## src/rtl/store_unit_if.sv

```systemverilog
// store_unit_if: store request/status and data-memory port bundle for store_unit.
// Ports: st_req/st_funct3/st_addr/st_data in, st_busy/st_done/st_err out,
//        mem_raddr/mem_waddr/mem_wdata/mem_wr out, mem_rdata in (slave = store unit view).
interface store_unit_if #(
  parameter int ADDR_W = 64
);
  logic              st_req;
  logic [2:0]        st_funct3;
  logic [ADDR_W-1:0] st_addr;
  logic [63:0]       st_data;
  logic              st_busy;
  logic              st_done;
  logic              st_err;
  logic [ADDR_W-1:0] mem_raddr;
  logic [63:0]       mem_rdata;
  logic [ADDR_W-1:0] mem_waddr;
  logic [63:0]       mem_wdata;
  logic              mem_wr;

  // Control unit and data memory side.
  modport master (
    output st_req, st_funct3, st_addr, st_data, mem_rdata,
    input  st_busy, st_done, st_err, mem_raddr, mem_waddr, mem_wdata, mem_wr
  );

  // Store unit side.
  modport slave (
    input  st_req, st_funct3, st_addr, st_data, mem_rdata,
    output st_busy, st_done, st_err, mem_raddr, mem_waddr, mem_wdata, mem_wr
  );
endinterface

```

## src/rtl/store_unit.sv

```systemverilog
// store_unit: SB/SH/SW/SD store sequencer onto a 64-bit-word data memory, read-modify-write for sub-doubleword stores.
// Ports: clk, reset (async, active-high), bus (store_unit_if.slave). SD writes in k+1, others in k+1+MEM_LAT; st_done one cycle after.
// Optional: `define STORE_MISALIGN_TRAP_EN rejects misaligned SH/SW/SD with st_err; otherwise offsets are forced-aligned.
module store_unit #(
  parameter int ADDR_W  = 64,
  parameter int MEM_LAT = 1
) (
  input  logic         clk,
  input  logic         reset,
  store_unit_if.slave  bus
);

  localparam int CW = (MEM_LAT > 1) ? $clog2(MEM_LAT) : 1;

  typedef enum logic [1:0] {IDLE, RD, WR, DONE} state_t;

  state_t        state;
  logic [CW-1:0] rd_cnt;
  logic [1:0]    size_q;   // funct3[1:0] of the captured store
  logic [2:0]    off_q;    // byte offset within the doubleword
  logic [63:0]   data_q;

  logic          illegal;
  logic          misaligned;
  logic [5:0]    shamt;
  logic [63:0]   lane_mask;
  logic [63:0]   lane_data;

  assign illegal = bus.st_funct3[2];

`ifdef STORE_MISALIGN_TRAP_EN
  always_comb begin
    misaligned = 1'b0;
    case (bus.st_funct3[1:0])
      2'b01:   misaligned = bus.st_addr[0];
      2'b10:   misaligned = (bus.st_addr[1:0] != 2'b00);
      2'b11:   misaligned = (bus.st_addr[2:0] != 3'b000);
      default: misaligned = 1'b0;
    endcase
  end
`else
  assign misaligned = 1'b0;
`endif

  // Lane placement: offset bits below the access size are dropped, so
  // misaligned accesses land on the naturally aligned lanes.
  always_comb begin
    shamt     = 6'd0;
    lane_mask = '1;
    case (size_q)
      2'b00: begin
        shamt     = {off_q, 3'b000};
        lane_mask = 64'h0000_0000_0000_00FF << shamt;
      end
      2'b01: begin
        shamt     = {off_q[2:1], 1'b0, 3'b000};
        lane_mask = 64'h0000_0000_0000_FFFF << shamt;
      end
      2'b10: begin
        shamt     = {off_q[2], 2'b00, 3'b000};
        lane_mask = 64'h0000_0000_FFFF_FFFF << shamt;
      end
      default: begin
        shamt     = 6'd0;
        lane_mask = '1;
      end
    endcase
    lane_data = (data_q << shamt) & lane_mask;
  end

  always_ff @(posedge clk or posedge reset) begin
    if (reset) begin
      state         <= IDLE;
      rd_cnt        <= '0;
      size_q        <= '0;
      off_q         <= '0;
      data_q        <= '0;
      bus.st_busy   <= 1'b0;
      bus.st_done   <= 1'b0;
      bus.st_err    <= 1'b0;
      bus.mem_raddr <= '0;
      bus.mem_waddr <= '0;
      bus.mem_wdata <= '0;
      bus.mem_wr    <= 1'b0;
    end else begin
      case (state)
        IDLE: begin
          if (bus.st_req) begin
            size_q        <= bus.st_funct3[1:0];
            off_q         <= bus.st_addr[2:0];
            data_q        <= bus.st_data;
            bus.mem_raddr <= {bus.st_addr[ADDR_W-1:3], 3'b000};
            bus.mem_waddr <= {bus.st_addr[ADDR_W-1:3], 3'b000};
            bus.st_busy   <= 1'b1;
            if (illegal || misaligned) begin
              bus.st_done <= 1'b1;
              bus.st_err  <= 1'b1;
              state       <= DONE;
            end else if (bus.st_funct3[1:0] == 2'b11) begin
              // Full doubleword: no read needed.
              bus.mem_wdata <= bus.st_data;
              bus.mem_wr    <= 1'b1;
              state         <= WR;
            end else begin
              rd_cnt <= CW'(MEM_LAT - 1);
              state  <= RD;
            end
          end
        end
        RD: begin
          if (rd_cnt == '0) begin
            // mem_wdata doubles as the merge buffer.
            bus.mem_wdata <= (bus.mem_rdata & ~lane_mask) | lane_data;
            bus.mem_wr    <= 1'b1;
            state         <= WR;
          end else begin
            rd_cnt <= rd_cnt - 1'b1;
          end
        end
        WR: begin
          bus.mem_wr  <= 1'b0;
          bus.st_done <= 1'b1;
          state       <= DONE;
        end
        DONE: begin
          bus.st_done <= 1'b0;
          bus.st_err  <= 1'b0;
          bus.st_busy <= 1'b0;
          state       <= IDLE;
        end
        default: state <= IDLE;
      endcase
    end
  end

endmodule

```

## src/flat_wrapper.sv

```systemverilog
// flat-port wrapper written by rule: the top's interface ports become plain ports
module store_unit_flat 
#(
  parameter int ADDR_W  = 64,
  parameter int MEM_LAT = 1
)
  (clk, reset, bus_st_req, bus_st_funct3, bus_st_addr, bus_st_data, bus_mem_rdata, bus_st_busy, bus_st_done, bus_st_err, bus_mem_raddr, bus_mem_waddr, bus_mem_wdata, bus_mem_wr);
  store_unit_if #(.ADDR_W(ADDR_W)) bus_i ();
  input  logic clk;
  input  logic reset;
  input wire logic [$bits(bus_i.st_req)-1:0] bus_st_req;
  input wire logic [$bits(bus_i.st_funct3)-1:0] bus_st_funct3;
  input wire logic [$bits(bus_i.st_addr)-1:0] bus_st_addr;
  input wire logic [$bits(bus_i.st_data)-1:0] bus_st_data;
  input wire logic [$bits(bus_i.mem_rdata)-1:0] bus_mem_rdata;
  output wire logic [$bits(bus_i.st_busy)-1:0] bus_st_busy;
  output wire logic [$bits(bus_i.st_done)-1:0] bus_st_done;
  output wire logic [$bits(bus_i.st_err)-1:0] bus_st_err;
  output wire logic [$bits(bus_i.mem_raddr)-1:0] bus_mem_raddr;
  output wire logic [$bits(bus_i.mem_waddr)-1:0] bus_mem_waddr;
  output wire logic [$bits(bus_i.mem_wdata)-1:0] bus_mem_wdata;
  output wire logic [$bits(bus_i.mem_wr)-1:0] bus_mem_wr;
  assign bus_i.st_req = bus_st_req;
  assign bus_i.st_funct3 = bus_st_funct3;
  assign bus_i.st_addr = bus_st_addr;
  assign bus_i.st_data = bus_st_data;
  assign bus_i.mem_rdata = bus_mem_rdata;
  assign bus_st_busy = bus_i.st_busy;
  assign bus_st_done = bus_i.st_done;
  assign bus_st_err = bus_i.st_err;
  assign bus_mem_raddr = bus_i.mem_raddr;
  assign bus_mem_waddr = bus_i.mem_waddr;
  assign bus_mem_wdata = bus_i.mem_wdata;
  assign bus_mem_wr = bus_i.mem_wr;
  store_unit #(.ADDR_W(ADDR_W), .MEM_LAT(MEM_LAT)) u_core (.clk(clk), .reset(reset), .bus(bus_i));
endmodule
```

## config.mk

```make
export PLATFORM = sky130hd
export DESIGN_NAME = store_unit_flat
export DESIGN_NICKNAME = d
export VERILOG_FILES = /design/src/rtl/store_unit_if.sv /design/src/rtl/store_unit.sv /design/src/flat_wrapper.sv
export SDC_FILE = /design/constraint.sdc
export NUM_CORES = 1
export LEC_CHECK = 0
export BUFFER_PORTS_ARGS = -buffer_cell sky130_fd_sc_hd__buf_2
export CAP_MARGIN = 20
export CORE_MARGIN = 4
export CORE_UTILIZATION = 35
export DETAILED_ROUTE_END_ITERATION = 7
export PLACE_DENSITY = 0.62
export RECOVER_POWER = 100
export SYNTH_ARGS = -nofsm -noshare
export SYNTH_HDL_FRONTEND = slang
export SYNTH_SLANG_ARGS = --single-unit
export TNS_END_PERCENT = 1
```

## constraint.sdc

```tcl
create_clock -name clk -period 6 [get_ports clk]
set_input_delay 0.6 -clock clk [delete_from_list [all_inputs] [get_ports clk]]
set_output_delay 0.6 -clock clk [all_outputs]
set_load 0.02 [all_outputs]
```

== Word-level counts from Yosys, hierarchy flattened ==
Cells that the tools add are included.

* Input port bits: 198
* Latch bits: 0
* Output and inout port bits: 196
* ROM bits: 0
* Logic and storage cells: 74
* Memories kept: 0
* Bits in writable memories: 0
* Bits in registers: 201

* Bitwise operators: 4
* Divide/modulo/power cells: 0
* Equal/unequal tests: 12
* Muxes and demuxes: 28
* Reductions and logical operators: 14
* $lt $le $gt $ge: 0
* Shift-type cells: 4
* Add/subtract/negate cells: 1
* $mul: 0

{| class="wikitable"
|+ Operators with widths
! operator !! number
|-
| $mux W64 || 4
|-
| $pmux W64 S3 || 1
|-
| $and A64 B64 Y64 || 2
|-
| $pmux W64 S2 || 1
|-
| $not A64 Y64 || 1
|-
| $or A64 B64 Y64 || 1
|-
| $shl A16 B6 Y64 const A || 1
|-
| $shl A32 B6 Y64 const A || 1
|-
| $shl A64 B6 Y64 || 1
|-
| $shl A8 B6 Y64 const A || 1
|-
| $pmux W6 S3 || 1
|-
| $mux W1 || 11
|-
| $ne A2 B2 Y1 const B || 5
|-
| $reduce_and A5 Y1 || 2
|-
| $eq A2 B2 Y1 const B || 4
|-
| $mux W2 || 4
|-
| $pmux W2 S4 || 1
|-
| $pmux W1 S2 || 3
|-
| $pmux W1 S3 || 2
|-
| $reduce_and A2 Y1 || 3
|-
| $reduce_and A3 Y1 || 2
|-
| $reduce_bool A3 Y1 || 2
|-
| $eq A2 B1 Y1 const B || 2
|-
| $logic_not A2 Y1 || 2
|-
| other kinds (4) || 5
|}

== Longest topological paths before layout ==
Gate-level depths: netlist (run 1).

* Depth after elaboration: 7
* Mapped depth: 9
* Depth with buffers taken out: 7

== Least setup slack after synthesis (run 1) ==
No wires, ideal clock.

* Path kind: in2reg
* From: in bus_st_req
* To: reg u_core.bus.mem_wdata[40]
* Slack: 3.981 ns
* Data required time: 5.913 ns
* Buffers on the path: 3
* Cell stages on the path: 7
* Data arrival time: 1.933 ns
* Cells stage by stage: buf_4 > nand4b_1 > a21oi_1 > buf_2 > buf_2 > nand3_1 > o211ai_1

* Word-level cells in the longest chain between the ends: 2

{| class="wikitable"
|+ Ends and longest elaborated chain
! item !! line !! source
|-
| start: declaration || flat_wrapper.sv:11 || <nowiki>input wire logic [$bits(bus_i.st_req)-1:0] bus_st_req;</nowiki>
|-
| $ne A2 B2 Y1 (no line) || - ||
|-
| $reduce_and A5 Y1 (no line) || - ||
|-
| end signal: assignment || store_unit.sv:101 || <nowiki>bus.mem_wdata <= bus.st_data;</nowiki>
|-
| end signal: assignment || store_unit.sv:113 || <nowiki>bus.mem_wdata <= (bus.mem_rdata & ~lane_mask) | lane_data;</nowiki>
|-
| end: declaration || store_unit_if.sv:29 || <nowiki>output st_busy, st_done, st_err, mem_raddr, mem_waddr, mem_wdata, mem_wr</nowiki>
|}

Every way passes these cells.
A chain may end at the register's enable or synchronous reset.

== Worst setup path after layout (run 1) ==
* From: reg u_core.size_q[1]
* To: reg u_core.bus.mem_wdata[63]

* Word-level cells in the longest chain between the ends: 7
* Elaborated cells on any way between the ends: 12
* Those cells by class: 2 x eq/ne; 1 x shift; 4 x mux; 4 x bitwise; 1 x reduce/logical

{| class="wikitable"
|+ Ends and longest elaborated chain
! item !! line !! source
|-
| start: declaration || store_unit.sv:19 || <nowiki>logic [1:0] size_q;</nowiki>
|-
| start signal: assignment || store_unit.sv:89 || <nowiki>size_q <= bus.st_funct3[1:0];</nowiki>
|-
| $eq A2 B2 Y1, or another cell as far along || store_unit.sv:50 || <nowiki>case (size_q)</nowiki>
|-
| $pmux W6 S3 / $pmux W64 S3 (equally long branches) || store_unit.sv:50 ||
|-
| $shl A64 B6 Y64 / $not A64 Y64 (equally long branches) || store_unit.sv:68, store_unit.sv:113 ||
|-
| $and A64 B64 Y64, on equally long branches || store_unit.sv:68, store_unit.sv:113 ||
|-
| $or A64 B64 Y64 (*) || store_unit.sv:113 ||
|-
| $mux W64 (*) || store_unit.sv:111 || <nowiki>if (rd_cnt == '0) begin</nowiki>
|-
| $pmux W64 S2 (*) || store_unit.sv:86 || <nowiki>case (state)</nowiki>
|}

Mark *: on every way between the ends. The rest lies on a longest branch, timed or not. The select of a mux whose other input is x is not followed.

==> results.sh, run 1 <==
export IMPL_maxCapViolCount=4
export IMPL_cts_tree="yes"
export IMPL_timing_fmax_ghz=0.2181
export IMPL_synth_xor_area_frac=0
export IMPL_num_rows=65
export IMPL_overflow=0
export IMPL_worstReg2RegEnd="u_core.bus.mem_wdata[63]"
export IMPL_tightest_slew_ns=2.587
export IMPL_yosys_area_share_simple=0.1013
export IMPL_synthAdderAreaFrac=0.005601
export IMPL_cp_max_fo=26
export IMPL_ir_worst_vdd_uv=268.2
export IMPL_synth_cell_types=56
export IMPL_hold_ws_ns=0.3782
export IMPL_num_io_pins=394
export IMPL_area_growth_pct=18.72
export IMPL_grt_usage=0.2340
export IMPL_root_buffer="clkbuf_16"
export IMPL_worstSetupEndpoint="u_core.bus.mem_wdata[63]"
export IMPL_async_reset_ff_frac=1.000
export IMPL_grt_pass1_wl_um=62960
export IMPL_synthFlopType="dfrtp_1"
export IMPL_yosysWarnings=0
export IMPL_endpoint_kind="flip-flop"
export IMPL_final_common_cell="dfrtp_1"
export IMPL_io_buffers=387
export IMPL_rsz0062_at_grt="false"
export IMPL_ys_ff_latch=200
export IMPL_ff2ff_path_depth=7
export IMPL_mostFrequentLayoutCells="dfrtp_1 (200), buf_2 (197), clkbuf_1 (194)"
export IMPL_crit_type="flip-flop to flip-flop"
export IMPL_fin_nets=1602
export IMPL_gp_congestion=0.9228
export IMPL_cts_setup_buffers=0
export IMPL_core_area_mm2=0.03156
export IMPL_dieArea_mm2=0.03483
export IMPL_synth_area_per_cell_um2=9.964
export IMPL_dieWidth_um=186.6
export IMPL_r2r_start="u_core.size_q[1]"
export IMPL_hpwl_um=31130
export IMPL_status="finished with violations"
export IMPL_p_leak_nw=5.681
export IMPL_synth_compound_area_share=0.1873
export IMPL_cts_max_level=4
export IMPL_syn_area_mm2=0.01117
export IMPL_setup_tns_ns=0
export IMPL_start_util=0.3540
export IMPL_first_pass_iters=5
export IMPL_synth_edf_count=0
export IMPL_violations="capacitance limit, slew limit"
export IMPL_dr_total_vias=9948
export IMPL_hold_start="bus_st_addr[37]"
export IMPL_vias_per_cell=5.478
export IMPL_ys_seq_area_frac=0.4481
export IMPL_dieHeight_um=186.6
export IMPL_synthMuxAreaShare=0.1717
export IMPL_drtIter0Drc=731
export IMPL_arrival_ns=4.94
export IMPL_regToRegSetupSlack_ns=1.42
export IMPL_numClockSinks=200
export IMPL_clk_latency_ns=0.45
export IMPL_syn_inst=1121
export IMPL_grt_antenna_before_repair=4
export IMPL_route_detailed_drc=0
export IMPL_period_share=0.7641
export IMPL_clk_pin_slew_ns=0.08
export IMPL_cts_max_path_buffers=2
export IMPL_post_cts_resized=0
export IMPL_slew_violations=265
export IMPL_min_path_type="input port to flip-flop"
export IMPL_holdBufCountCts=0
export IMPL_first_global_vias=9891
export IMPL_hold_viol=0
export IMPL_wirelength_um=42040
export IMPL_finalSetupViolations=0
export IMPL_drive_gt1_frac=0.2847
export IMPL_fin_skew_ns=0.01209
export IMPL_finalPower_mw=9.302
export IMPL_wl_per_cell_um=23.15
export IMPL_crit_start="u_core.size_q[1]"
export IMPL_period_needed_ns=4.585
export IMPL_powerDensity_mw_per_mm2=701.5
export IMPL_cts_buffers=17
export IMPL_synth_top_family_by_area="compound AO/OA/AOI/OAI gates"
export IMPL_grt_max_degree=174
export IMPL_cp_required_ns=6.35
export IMPL_start_kind="flip-flop"
export IMPL_maxSlewHeadroom=-0.7244
export IMPL_ant_nets=0
==> flip-flops by register name, indices dropped and copies added, names as in the netlist <==
name	cells
u_core.bus.mem_raddr	61
u_core.bus.mem_wr	1
u_core.bus.st_err	1
u_core.state	2
u_core.bus.st_done	1
u_core.data_q	64
u_core.bus.st_busy	1
u_core.off_q	3
u_core.bus.mem_wdata	64
u_core.size_q	2
==> power by group <==
group          total (mW)  switching (mW)  internal (mW)  leakage (nW)
Combinational        5.36            3.50           1.87          3.07
Sequential           2.78           0.727           2.05          2.34
Clock                1.16           0.565          0.596         0.275
Total                9.30            4.79           4.51          5.68
==> final cells by class <==
class	instances	area (um^2)
multi-input cells	750	5229
flip-flops and latches	200	5005
repair buffers	409	1863
clock inverters	13	132.6
diodes	2	5.005
clock buffers	19	442.9
well taps	402	503.0
fillers	3267	18300
inverters	21	80.08
==> metrics by stage <==
stage	utilization	instance area, um^2	std cells	worst slack (ns)
2_1_floorplan	-	11190	1126	2.812
3_3_place_gp	0.4103	12950	1781	2.820
3_5_place_dp	0.4103	12950	1781	2.687
4_1_cts	0.4285	13520	1813	2.654
5_1_grt	0.4202	13260	1816	1.386
6_report	0.4202	13260	1816	1.415
==> critical path, cell delays in order (launching register included) <==
cell,delay [ns]
dfrtp_1,0.69
clkbuf_1,0.59
nor2b_1,0.73
clkbuf_1,1.17
mux2i_1,0.24
mux2i_1,0.56
a22oi_1,0.24
o21ai_0,0.25
==> synthesized netlist by cell type, drive strengths merged, types with 3 or more instances <==
master	n	area, um^2
and3	15	93.84
nand2	87	326.6
a22oi	13	97.59
a211oi	6	45.04
and2	3	18.77
o211a	4	40.04
dfrtp	200	5005
or4b	4	40.04
o2bb2ai	3	26.28
a31oi	15	93.84
nand3	29	145.1
o221a	7	78.83
o22ai	22	137.6
o21a	7	52.55
a32oi	9	78.83
nor2b	9	56.30
a21oi	82	410.4
nor3b	3	33.78
nor3	6	30.03
buf	108	701.9
nand2b	9	56.30
a221oi	17	148.9
clkbuf	47	176.4
mux2	137	1543
mux2i	33	330.3
a2bb2oi	10	87.58
nor2	65	244.0
ha	5	62.56
or3	5	31.28
inv	20	75.07
o211ai	21	157.7
a21o	4	30.03
o21ai	85	425.4
o221ai	9	78.83
==> metal layers <==
| layer | vias to the layer above | part of all wire | wire, um | global-route usage |
|---|---|---|---|---|
| met2 | 474 | 0.49 | 20580 | 0.3892 |
| met3 | 45 | 0.074 | 3105 | 0.05331 |
| met4 | 2 | 0.024 | 1028 | 0.06854 |
| met1 | 4866 | 0.41 | 17320 | 0.3068 |
| met5 | - | 0.00017 | 7 | 0 |
| li1 | 4561 | - | - | - |
==> how the worst min path moves through the flow <==
| stage | to | slack [ns] | depth (start not counted) |
|---|---|---|---|
| 3_5_place_dp | u_core.bus.mem_wdata[6] | 0.47 | 2 |
| 4_1_cts | u_core.bus.mem_raddr[53] | 0.23 | 2 |
| 2_1_floorplan | u_core.data_q[48] | 0.47 | 1 |
| 3_3_place_gp | u_core.bus.mem_wdata[27] | 0.46 | 2 |
| 5_1_grt | u_core.bus.mem_raddr[20] | 0.35 | 2 |
| 6_report | u_core.bus.mem_raddr[37] | 0.38 | 2 |
==> kinds of logic after synthesis <==
family / count (synthesis)
AOI/OAI and AO/OA: 325
adders and majority gates: 5
buffers and inverters: 176
DFF: 200
muxes: 172
other: 1
and+or+nand+nor: 242
(Power assumes the default switching activity.)
==> run 2, diff against run 1 <==
--- a/config.mk
+++ b/config.mk
@@ -10,7 +10,7 @@
 export CORE_MARGIN = 4
 export CORE_UTILIZATION = 35
 export DETAILED_ROUTE_END_ITERATION = 7
-export PLACE_DENSITY = 0.62
+export PLACE_DENSITY = 0.6
 export RECOVER_POWER = 100
 export SYNTH_ARGS = -nofsm -noshare
 export SYNTH_HDL_FRONTEND = slang
==> constraint.sdc (replaced) <==
create_clock -name clk -period 4.68 [get_ports clk]
set_input_delay 0.468 -clock clk [delete_from_list [all_inputs] [get_ports clk]]
set_output_delay 0.468 -clock clk [all_outputs]
set_load 0.02 [all_outputs]
==> results.sh, run 2 (synthesis results as in run 1) <==
export IMPL_status="finished with violations"
export IMPL_violations="capacitance limit, slew limit"
export IMPL_route_detailed_drc=0
export IMPL_grt_max_degree=146
export IMPL_period_share=0.7969
export IMPL_slew_violations=235
export IMPL_dieArea_mm2=0.03483
export IMPL_io_buffers=387
export IMPL_rsz0062_at_grt="false"
export IMPL_clk_latency_ns=0.45
export IMPL_regArea_mm2=0.005005
export IMPL_n_fill_cell=3267
export IMPL_grt_antenna_before_repair=9
export IMPL_hpwl_um=32720
export IMPL_critPathMaxStageDelay_ns=1.43
export IMPL_min_path_type="input port to flip-flop"
export IMPL_final_common_cell="dfrtp_1"
export IMPL_ir_worst_vdd_uv=403.0
export IMPL_cts_setup_buffers=0
export IMPL_overflow=0
export IMPL_root_buffer="clkbuf_16"
export IMPL_start_util=0.3540
export IMPL_hold_viol=0
export IMPL_grt_usage=0.2440
export IMPL_mostFrequentLayoutCells="dfrtp_1 (200), buf_2 (196), clkbuf_1 (193)"
export IMPL_multi_input_area_mm2=0.005244
export IMPL_dieHeight_um=186.6
export IMPL_first_pass_iters=5
export IMPL_critPathSlowestCell="clkbuf_1"
export IMPL_post_cts_resized=0
export IMPL_powerDensity_mw_per_mm2=903.2
export IMPL_ant_nets=0
export IMPL_reg_top3="u_core.bus.mem_wdata: 64 flops, u_core.data_q: 64 flops, u_core.bus.mem_raddr: 61 flops"
export IMPL_crit_type="flip-flop to flip-flop"
export IMPL_fin_skew_ns=0.01351
export IMPL_path_cells="buf_4 -> nor2b_1 -> clkbuf_1 -> o221ai_1 -> a221oi_1 -> o22ai_1"
export IMPL_numClockSinks=200
export IMPL_maxCapViolCount=4
export IMPL_wirelength_um=44070
export IMPL_drtIter0Drc=739
export IMPL_period_needed_ns=3.729
export IMPL_fin_cells=1822
export IMPL_cts_buffers=17
export IMPL_p_leak_nw=5.719
export IMPL_finalSetupViolations=0
export IMPL_dieWidth_um=186.6
export IMPL_first_global_vias=10170
export IMPL_gp_congestion=0.9600
export IMPL_hold_ws_ns=0.2463
export IMPL_drive_gt1_frac=0.2898
export IMPL_cts_max_level=4
export IMPL_cts_tree="yes"
export IMPL_cts_max_path_buffers=2
export IMPL_clk_pin_slew_ns=0.08
export IMPL_maxSlewHeadroom=-0.9453
export IMPL_timing_fmax_ghz=0.2681
export IMPL_vias_per_cell=5.533
export IMPL_cp_max_fo=37
export IMPL_dr_total_vias=10080
export IMPL_endpoint_kind="flip-flop"
export IMPL_setup_tns_ns=0
export IMPL_place_inst=1784
export IMPL_grt_pass1_wl_um=65410
export IMPL_area_growth_pct=19.39
export IMPL_core_area_mm2=0.03156
export IMPL_fin_nets=1605
export IMPL_arrival_ns=4.04
export IMPL_final_util=0.4226
export IMPL_holdBufCountCts=0
export IMPL_num_rows=65
export IMPL_wl_per_cell_um=24.19
export IMPL_num_io_pins=394
export IMPL_start_kind="flip-flop"
export IMPL_tightest_slew_ns=2.918
export IMPL_cp_required_ns=4.99
## run 2: final cells by class
| type | count | area share |
|---|---|---|
| Multi-Input combinational cell | 750 | 0.3932 |
| Antenna cell | 5 | 0.0009383 |
| Tap cell | 402 | 0.03772 |
| Sequential cell | 200 | 0.3753 |
| Inverter | 21 | 0.006005 |
| Timing Repair Buffer | 412 | 0.1435 |
| Clock buffer | 18 | 0.03293 |
| Clock inverter | 14 | 0.01041 |
## run 2: final timing paths
| kind | endpoint | depth (start not counted) | slack, ns | from |
|---|---|---|---|---|
| min | u_core.bus.mem_raddr[3] | 2 | 0.25 | bus_st_addr[3] |
| min in group asynchronous | u_core.bus.mem_raddr[44] | 3 | 0.26 | reset |
| max reg2reg | u_core.bus.mem_wdata[53] | 6 | 0.95 | u_core.size_q[0] |
| min reg2reg | u_core.bus.mem_wdata[2] | 2 | 0.48 | u_core.bus.mem_wdata[2] |
| max | u_core.bus.mem_wdata[53] | 6 | 0.95 | u_core.size_q[0] |
| max in group asynchronous | u_core.bus.mem_raddr[8] | 3 | 1.80 | reset |
## run 2: power breakdown
part	switching, mW	internal (mW)
Clock	0.739	0.763
Combinational	4.50	2.44
Sequential	0.976	2.63
## run 2: per-stage QoR
stage,power [mW],setup WS (ns),area (um^2)
global route,12.77,0.8561,13330
CTS,12.23,1.857,13560
finish,12.04,0.9507,13340
floorplan,8.383,1.624,11190
global placement,10.60,1.920,12980
detailed placement,10.68,1.863,12980
## run 2: critical path, delay by kind of cell, from the launching register on
family / cells / cell delay [ns]
flip-flops: 1 / 0.52
AND/OR/NAND/NOR: 1 / 0.15
AO/OA/AOI/OAI: 3 / 1.22
buffers and inverters: 2 / 1.71
## run 2: routing by layer
layer / global-route usage / wire, um
met3: 0.05574 / 3136
met5: 0 / 42
met2: 0.4037 / 21370
met1: 0.3174 / 18380
met4: 0.08220 / 1137
